===== src/rtl/mem_bus_ctrl_pkg.sv =====
// mem_bus_ctrl_pkg: shared address map, region and FSM state types for the MEM-stage bus controller
package mem_bus_ctrl_pkg;
  localparam logic [31:0] StartAddrDM    = 32'h0000_0000;
  localparam logic [31:0] EndAddrDM      = 32'h0000_2fff;
  localparam logic [31:0] StartAddrTC0   = 32'h0000_7f00;
  localparam logic [31:0] EndAddrTC0     = 32'h0000_7f0b;
  localparam logic [31:0] StartAddrTC1   = 32'h0000_7f10;
  localparam logic [31:0] EndAddrTC1     = 32'h0000_7f1b;
  localparam logic [31:0] StartAddrStall = 32'h0000_7f20;
  localparam logic [31:0] EndAddrStall   = 32'h0000_7f23;
  typedef enum logic [2:0] {REG_DM, REG_TC0, REG_TC1, REG_STALL, REG_UNMAPPED} region_e;
  typedef enum logic [1:0] {S_IDLE, S_DM_WAIT, S_DELAY} state_e;
  function automatic logic in_range(input logic [31:0] a, input logic [31:0] lo, input logic [31:0] hi);
    return (a >= lo) && (a <= hi);
  endfunction
endpackage


===== src/rtl/mem_bus_ctrl_addr_region_dec.sv =====
// addr_region_dec: maps a byte address onto DM, TC0, TC1, STALL or UNMAPPED (addr in, region out)
module addr_region_dec
  import mem_bus_ctrl_pkg::*;
(
  input  logic [31:0] addr,
  output region_e     region
);
  always_comb
    region = in_range(addr, StartAddrDM, EndAddrDM)       ? REG_DM    :
             in_range(addr, StartAddrTC0, EndAddrTC0)     ? REG_TC0   :
             in_range(addr, StartAddrTC1, EndAddrTC1)     ? REG_TC1   :
             in_range(addr, StartAddrStall, EndAddrStall) ? REG_STALL : REG_UNMAPPED;
endmodule


===== src/rtl/mem_bus_ctrl.sv =====
// mem_bus_ctrl: sequences MEM-stage accesses onto DM, TC0/TC1 and the stall device; cpu_* side in, dm_*/tc* side out, cpu_stall holds the pipeline
module mem_bus_ctrl
  import mem_bus_ctrl_pkg::*;
#(
  parameter int DM_WAIT = 2,
  parameter int CNT_W   = 16
) (
  input  logic        clk,
  input  logic        reset,
  input  logic        cpu_req,
  input  logic        cpu_exc,
  input  logic        cpu_we,
  input  logic [31:0] cpu_addr,
  input  logic [3:0]  cpu_byteen,
  input  logic [31:0] cpu_wdata,
  output logic [31:0] cpu_rdata,
  output logic        cpu_stall,
  output logic        dm_en,
  output logic [31:0] dm_addr,
  output logic [3:0]  dm_we,
  output logic [31:0] dm_wdata,
  input  logic [31:0] dm_rdata,
  output logic [29:0] tc_addr,
  output logic [31:0] tc_wdata,
  output logic        tc0_we,
  output logic        tc1_we,
  input  logic [31:0] tc0_rdata,
  input  logic [31:0] tc1_rdata
);
  localparam int CW = CNT_W > $clog2(DM_WAIT + 2) ? CNT_W : $clog2(DM_WAIT + 2);
  state_e            state;
  region_e           region;
  logic [CW-1:0]     cnt;
  logic [CNT_W-1:0]  stall_reg;
  logic [31:0]       lat_addr;
  logic [31:0]       lat_wdata;
  logic [3:0]        lat_byteen;
  logic              lat_we;
  logic              valid;
  logic              full;
  logic [CNT_W-1:0]  n;
  addr_region_dec u_dec (.addr(cpu_addr), .region(region));
  assign valid    = cpu_req && !cpu_exc;
  assign full     = cpu_byteen == 4'hf;
  assign n        = cpu_wdata[CNT_W-1:0];
  assign tc_addr  = cpu_addr[31:2];
  assign tc_wdata = cpu_wdata;
  always_ff @(posedge clk) begin
    if (reset) begin
      state      <= S_IDLE;
      cnt        <= '0;
      stall_reg  <= '0;
      lat_addr   <= '0;
      lat_wdata  <= '0;
      lat_byteen <= '0;
      lat_we     <= 1'b0;
    end else begin
      case (state)
        S_IDLE: begin
          if (valid && region == REG_DM && DM_WAIT != 0) begin
            lat_addr   <= cpu_addr;
            lat_wdata  <= cpu_wdata;
            lat_byteen <= cpu_byteen;
            lat_we     <= cpu_we;
            cnt        <= CW'(DM_WAIT);
            state      <= S_DM_WAIT;
          end
          if (valid && region == REG_STALL && cpu_we && full) begin
            stall_reg <= n;
            if (n != '0) begin
              cnt   <= CW'(n) - CW'(1);
              state <= S_DELAY;
            end
          end
        end
        S_DM_WAIT: begin
          cnt <= cnt - CW'(1);
          if (cnt == CW'(1)) state <= S_IDLE;
        end
        S_DELAY: begin
          cnt <= cnt == '0 ? '0 : cnt - CW'(1);
          if (cnt == '0) state <= S_IDLE;
        end
        default: state <= S_IDLE;
      endcase
    end
  end
  // Strobes are gated by reset so an access cut short by reset never commits.
  always_comb begin
    cpu_stall = 1'b0;
    cpu_rdata = '0;
    dm_en     = 1'b0;
    dm_we     = '0;
    dm_addr   = cpu_addr;
    dm_wdata  = cpu_wdata;
    tc0_we    = 1'b0;
    tc1_we    = 1'b0;
    if (!reset) begin
      case (state)
        S_IDLE: begin
          if (valid) begin
            case (region)
              REG_DM: begin
                dm_en     = 1'b1;
                cpu_stall = DM_WAIT != 0;
                if (DM_WAIT == 0) begin
                  dm_we     = cpu_we ? cpu_byteen : 4'h0;
                  cpu_rdata = dm_rdata;
                end
              end
              REG_TC0: begin
                tc0_we    = cpu_we && full;
                cpu_rdata = cpu_we ? '0 : tc0_rdata;
              end
              REG_TC1: begin
                tc1_we    = cpu_we && full;
                cpu_rdata = cpu_we ? '0 : tc1_rdata;
              end
              REG_STALL: begin
                cpu_stall = cpu_we && full && n != '0;
                cpu_rdata = cpu_we ? '0 : 32'(stall_reg);
              end
              default: ;
            endcase
          end
        end
        S_DM_WAIT: begin
          dm_en     = 1'b1;
          dm_addr   = lat_addr;
          dm_wdata  = lat_wdata;
          cpu_stall = cnt != CW'(1);
          if (cnt == CW'(1)) begin
            dm_we     = lat_we ? lat_byteen : 4'h0;
            cpu_rdata = dm_rdata;
          end
        end
        S_DELAY: cpu_stall = cnt != '0;
        default: ;
      endcase
    end
  end
endmodule


===== config.mk =====
export PLATFORM = sky130hd
export DESIGN_NAME = mem_bus_ctrl
export DESIGN_NICKNAME = d
export VERILOG_FILES = /design/src/rtl/mem_bus_ctrl_pkg.sv /design/src/rtl/mem_bus_ctrl_addr_region_dec.sv /design/src/rtl/mem_bus_ctrl.sv
export SDC_FILE = /design/constraint.sdc
export NUM_CORES = 1
export LEC_CHECK = 0
export CAP_MARGIN = 20
export CORE_ASPECT_RATIO = 1.4
export CORE_MARGIN = 2
export CORE_UTILIZATION = 40
export CTS_BUF_LIST = sky130_fd_sc_hd__clkbuf_16
export CTS_CLUSTER_DIAMETER = 40
export DETAILED_ROUTE_END_ITERATION = 7
export PLACE_DENSITY_LB_ADDON = 0.08
export SLEW_MARGIN = 5
export SYNTH_ARGS = -nofsm -noshare
export SYNTH_HDL_FRONTEND = slang
export SYNTH_HIERARCHICAL = 1
export SYNTH_SLANG_ARGS = --single-unit

===== constraint.sdc =====
create_clock -name clk -period 3.9 [get_ports clk]
set_clock_uncertainty 0.05 [all_clocks]
set_input_delay 0.585 -clock clk [delete_from_list [all_inputs] [get_ports clk]]
set_output_delay 0.585 -clock clk [all_outputs]
set_load 0.01 [all_outputs]

# Yosys cells after proc, flatten, opt, wreduce, memory -nomap -nowiden
# Index checks and enable logic that the tools add are counted.
[op_classes]
n_lt_le_gt_ge = 8
mux = 47
add_sub_neg = 2
n_reduce_logical = 21
eq_ne = 10
[op_table]
columns = ["cell", "n"]
rows = [
  ["2-to-1 mux 32 bit", 9],
  [">= comparator 32 x 15 -> 1 bit, second input constant", 3],
  ["<= comparator 32 x 15 -> 1 bit, second input constant", 3],
  ["one-hot mux 32 bit (3 select lines)", 1],
  ["2-to-1 mux 16 bit", 5],
  ["one-hot mux 32 bit (2 select lines)", 1],
  ["one-hot mux 16 bit (3 select lines)", 1],
  [">= comparator 32 x 1 -> 1 bit, second input constant", 1],
  ["<= comparator 32 x 14 -> 1 bit, second input constant", 1],
  ["nonzero test 16 bit", 2],
  ["subtractor 16 x 1 -> 16 bit, second input constant", 2],
  ["equality test 16 x 1 -> 1 bit, second input constant", 1],
  ["zero test 16 bit", 1],
  ["2-to-1 mux 4 bit", 4],
  ["!= test 16 x 1 -> 1 bit, second input constant", 1],
  ["2-to-1 mux 1 bit", 13],
  ["2-to-1 mux 3 bit", 4],
  ["logical AND 1 bit", 11],
  ["2-to-1 mux 2 bit", 5],
  ["equality test 3 x 2 -> 1 bit, second input constant", 2],
  ["one-hot mux 2 bit (3 select lines)", 1],
  ["AND reduction 2 bit", 3],
  ["equality test 4 bit, second input constant", 1],
  ["!= test 2 bit, second input constant", 2],
  ["other kinds (9)", 10],
]
[totals]
out_inout_bits = 166
elab_cells = 95
input_bits = 169
register_bits = 103

# Depth between registers and ports, before layout
[logic_depth]
ltp_word = 12
ltp_mapped = 11
mapped_depth_nobuf = 8

# By module
# The synthesis kept the hierarchy.
[by_module_without_submodules]
columns = ["mod", "seq_area_each_um2", "cells_each", "n_inst", "area_per_inst_um2"]
rows = [
  ["mem_bus_ctrl", 2062.0, 900, 1, 7020.5],
  ["addr_region_dec", 0.0, 18, 1, 153.9],
]

# Worst setup path after synthesis
# OpenSTA, ideal clock, no wires.
[synth_path]
path_type = "input to output"
start = "in cpu_addr[6]"
end = "out cpu_stall"
path_buffers = 3
required_ps = 3265
path_slack_ps = 68
t_arrival_ps = 3197
path_stages = 11
cell_sequence = "nor4b_2 -> nand4_1 -> a211o_1 -> or3b_1 -> buf_2 -> nor4_4 -> and2_0 -> buf_2 -> buf_2 -> o21ai_0 -> a211oi_1"
[synth_via]
elab_chain_len = 11
word_cells_on_any_way = 22
cone_classes = "8 x order compare; 1 x eq/ne; 8 x mux; 5 x reduce/logical"
[synth_lines]
columns = ["element", "line", "text"]
rows = [
  ["start: declaration", "mem_bus_ctrl.sv:13", "input logic [31:0] cpu_addr,"],
  [">= comparator 32 x 15 -> 1 bit / <= comparator 32 x 15 -> 1 bit (equally long branches)", "mem_bus_ctrl_pkg.sv:14", "return (a >= lo) && (a <= hi);"],
  ["logical AND 1 bit", "mem_bus_ctrl_pkg.sv:14", ""],
  ["2-to-1 mux 3 bit", "mem_bus_ctrl_addr_region_dec.sv:12", "in_range(addr, StartAddrStall, EndAddrStall) ? REG_STALL : REG_UNMAPPED;"],
  ["2-to-1 mux 3 bit", "mem_bus_ctrl_addr_region_dec.sv:11", "in_range(addr, StartAddrTC1, EndAddrTC1) ? REG_TC1 :"],
  ["2-to-1 mux 3 bit", "mem_bus_ctrl_addr_region_dec.sv:10", "in_range(addr, StartAddrTC0, EndAddrTC0) ? REG_TC0 :"],
  ["2-to-1 mux 3 bit *", "mem_bus_ctrl_addr_region_dec.sv:9", "region = in_range(addr, StartAddrDM, EndAddrDM) ? REG_DM :"],
  ["named net region[2]", "mem_bus_ctrl.sv:32", "region_e region;"],
  ["equality test 3 x 2 -> 1 bit / zero test 3 bit (equally long branches)", "mem_bus_ctrl.sv:102", "case (region)"],
  ["one-hot mux 1 bit (2 select lines) *", "mem_bus_ctrl.sv:102", ""],
  ["2-to-1 mux 1 bit *", "mem_bus_ctrl.sv:101", "if (valid) begin"],
  ["one-hot mux 1 bit (3 select lines) *", "mem_bus_ctrl.sv:99", "case (state)"],
  ["2-to-1 mux 1 bit *", "mem_bus_ctrl.sv:98", "if (!reset) begin"],
  ["end: declaration", "mem_bus_ctrl.sv:17", "output logic cpu_stall,"],
]
# Mark *: on every way through the listed nets, which the timed path passes. The rest lies on a longest branch.

# Worst setup path in the final report
[layout_path]
start = "in cpu_addr[30]"
end = "out cpu_rdata[1]"
[layout_via]
elab_chain_len = 11
word_cells_on_any_way = 23
cone_classes = "8 x order compare; 3 x eq/ne; 8 x mux; 4 x reduce/logical"
[layout_lines]
columns = ["element", "line", "text"]
rows = [
  [">= comparator 32 x 15 -> 1 bit / <= comparator 32 x 15 -> 1 bit (equally long branches)", "mem_bus_ctrl_pkg.sv:14", ""],
  ["logical AND 1 bit", "mem_bus_ctrl_pkg.sv:14", ""],
  ["2-to-1 mux 3 bit", "mem_bus_ctrl_addr_region_dec.sv:12", ""],
  ["2-to-1 mux 3 bit", "mem_bus_ctrl_addr_region_dec.sv:11", ""],
  ["2-to-1 mux 3 bit", "mem_bus_ctrl_addr_region_dec.sv:10", ""],
  ["2-to-1 mux 3 bit *", "mem_bus_ctrl_addr_region_dec.sv:9", ""],
  ["named net region[2]", "mem_bus_ctrl.sv:32", ""],
  ["equality test 3 x 2 -> 1 bit / equality test 3 x 1 -> 1 bit (equally long branches)", "mem_bus_ctrl.sv:102", ""],
  ["one-hot mux 32 bit (3 select lines) *", "mem_bus_ctrl.sv:102", ""],
  ["2-to-1 mux 32 bit *", "mem_bus_ctrl.sv:101", ""],
  ["one-hot mux 32 bit (2 select lines) *", "mem_bus_ctrl.sv:99", ""],
  ["2-to-1 mux 32 bit *", "mem_bus_ctrl.sv:98", ""],
  ["end: declaration", "mem_bus_ctrl.sv:16", "output logic [31:0] cpu_rdata,"],
]
# Marks and branches as above.

==> flow_summary.toml <==
[pwr]
power.total_mw = 2.468
p_per_area_nw_per_um2 = 219.9
ir_drop_mv = 0.1740
power.leakage_nw = 4.180

[placed_design]
portBuffers = 334
dp.cells = 1442
placed_area_sq_um = 10830
dp_hpwl_microns = 20550
post-place-ws_ns = -0.6560
finalWeightedCongestion = 0.8668

[yosys]
synth.yosys.seq_area_share = 0.2874
synth-seq-cells = 103
synth.top_cells.by_count = "154 x nand2_1, 103 x dfxtp_1, 91 x a21oi_1"
yosys-top-cells-area = "dfxtp_1 29%, mux2_2 13%, nand2_1 8.1%"
avgSynthCellArea_sq_um = 7.815
dominantRegCellSynth = "dfxtp_1"
synth_top_area_frac = 0.2874
yosys_warnings = 6
ys_types = 60
synth_top_cell_by_area = "dfxtp_1"
synth-async-reset-ratio = 0
synth_fp_nets = 1097
netlist_area_sq_um = 7174
syn_inst = 918
synth_edf_count = 0
yosys.cell_count.top_type = "nand2_1"

[floorplanning]
io_pins = 335
core_area_sq_um = 17470
die_h_microns = 162.5
dieArea_sq_um = 19040
die-width_microns = 117.2
num_rows = 57
initial_core_util = 0.4106

[outcome]
status = "completed"

[global_route]
grt_util_all_layers = 0.2886
globalRoute.totalOverflow = 0
grt_max_degree = 70
grt_first_pass_wirelength_microns = 42280
grt_pass1_vias = 7658
antenna_found_initial = 0

[cts]
numCtsBuffers = 9
clk_pin_slew_worst_paths_ns = 0.07
cts_buffer_depth = 2
clock-sinks = 103
cts.htree.levels = 3
cts_tree = "done"
cts_hold_buffers = 0
cts_root_buf = "clkbuf_16"
clk_latency_ns = 0.36

[setup_path]
cp-end-kind = "output port"
cp-endpoint = "cpu_rdata[1]"
timing.rr.start = "state[1]"
worstPathArrival_ns = 3.15
cp-startpoint = "cpu_addr[30]"
r2r_setup_slack_ns = 1.09
r2r_cells = 7
rr_endpoint = "cnt[6]"
crit_required_ns = 3.26
crit_path_max_fanout = 8
crit_type = "primary input to output port"
start_kind = "primary input"

[sta]
hold_viol = 0
rsz0062_at_grt = "false"
final-max-slew-violation-count = 0
worst_pin_slew_ns = 0.7926
period_needed_ns = 3.782
fin_tns_setup_ns = 0
setup_viol = 0
fin_crit_sh = 0.9698
final.setup.worst_slack_ns = 0.1180
fmaxAchievable_mhz = 264.4
slew_headroom = 0.4716

[run]
maxCapViolations = 0

[drt]
viasPerCell = 5.294
drt-pass1-iter-count = 5
routedWlPerCell_microns = 18.83
drtAntennaViolNets = 0
drt_iter0_markers = 453
wirelength_microns = 27700
vias = 7788
drcViolationCount = 0

[finish]
antenna_cells = 0
drive_gt1_frac = 0.2267
reg_top3 = "lat_addr: 32 flops, lat_wdata: 32 flops"
final_area_sq_um = 11220
nets = 1409
instances_no_fill = 1471
area_growth_pct = 56.40

[min_path]
min_path_type = "register to register"
[cell usage in the layout, fill, tap and decap left out, types with 5 or more instances in the layout]
master / Yosys / routed
a31oi_1: 6 / 6
ha_1: 10 / 9
a22oi_1: 34 / 32
xnor2_1: 7 / 7
nand3_1: 13 / 13
or2_2: 6 / 6
mux2_2: 82 / 82
nor3_1: 9 / 7
clkdlybuf4s50_1: 0 / 270
nand2_1: 154 / 153
nand2b_1: 6 / 5
nor2_4: 0 / 7
a211o_1: 7 / 7
and2_1: 6 / 7
nor2_1: 84 / 73
dlygate4sd2_1: 0 / 17
buf_4: 62 / 92
buf_2: 10 / 17
buf_12: 0 / 6
clkbuf_2: 0 / 14
a22o_1: 16 / 16
clkdlybuf4s15_1: 0 / 11
or4_1: 6 / 5
o21ai_0: 12 / 12
xor2_1: 7 / 7
a21oi_1: 91 / 90
nor4_4: 1 / 5
inv_1: 14 / 14
dfxtp_1: 103 / 103
nor4_1: 9 / 8
nand4_1: 7 / 7
clkbuf_16: 0 / 9
a211oi_1: 5 / 5
mux2i_1: 19 / 19
[per-stage QoR]
stage / hold WS (ns) / util
6_report: 0.4015 / 0.6422
4_1_cts: 0.4032 / 0.6425
3_5_place_dp: 0.3926 / 0.6201
2_1_floorplan: 0.3817 / -
3_3_place_gp: 0.3873 / 0.6201
5_1_grt: 0.4193 / 0.6422
[timing repair]
item,4_1_cts,5_1_grt
resized for setup,159,39
cloned,3,0
setup endpoints to repair,36,35
pin swaps,16,8
buffers inserted,7,3
[cell type report]
cell class / count / area (sq um)
clock inverter: 7 / 53.80
fill: 1588 / 6252
sequential: 103 / 2062
inverter: 14 / 52.55
timing repair buffer: 435 / 4036
tap: 236 / 295.3
clock buffer: 9 / 225.2
multi-input combinational: 667 / 4496
[routing by layer]
| layer | share of wire | GRT usage |
|---|---|---|
| met4 | 0.036 | 0.1091 |
| met2 | 0.51 | 0.5005 |
| met5 | 0 | 0 |
| met1 | 0.39 | 0.3389 |
| met3 | 0.065 | 0.06885 |
[report_power, final]
part	internal, mW	leakage (nW)	switching, mW	total [mW]
sequential	1.05	0.829	0.000000194	1.05
clock	0.441	0.141	0.445	0.886
combinational	0.327	3.21	0.205	0.532
[critical path: stages]
cell and delay (ns):
dlygate4sd2_1 0.25, nor4_2 0.25, nand4_1 0.22, a211o_1 0.31, or3b_4 0.39, or4_4 0.56, buf_12 0.19, nor2_4 0.10
a21oi_1 0.04, nor2_1 0.09, buf_2 0.16
[cell families after synthesis]
| logic type | count (synthesis) | synth area share |
|---|---|---|
| compound gates | 203 | 0.1863 |
| xor+xnor | 14 | 0.01709 |
| fa+ha+maj | 10 | 0.01744 |
| buf+inv | 148 | 0.1116 |
| flops | 103 | 0.2874 |
| mux | 101 | 0.1552 |
| simple gates | 339 | 0.2250 |
[how the worst min path moves through the flow]
| stage | slack [ns] | cells after the start | from | end |
|---|---|---|---|---|
| 6_report | 0.40 | 2 | lat_byteen[0] | lat_byteen[0] |
| 5_1_grt | 0.42 | 2 | lat_byteen[0] | lat_byteen[0] |
| 4_1_cts | 0.40 | 2 | lat_byteen[1] | lat_byteen[1] |
| 3_5_place_dp | 0.39 | 2 | lat_byteen[1] | lat_byteen[1] |
| 3_3_place_gp | 0.39 | 2 | lat_byteen[3] | lat_byteen[3] |
| 2_1_floorplan | 0.38 | 2 | lat_byteen[0] | lat_byteen[0] |
No activity file was read; power rests on OpenSTA's default activity.
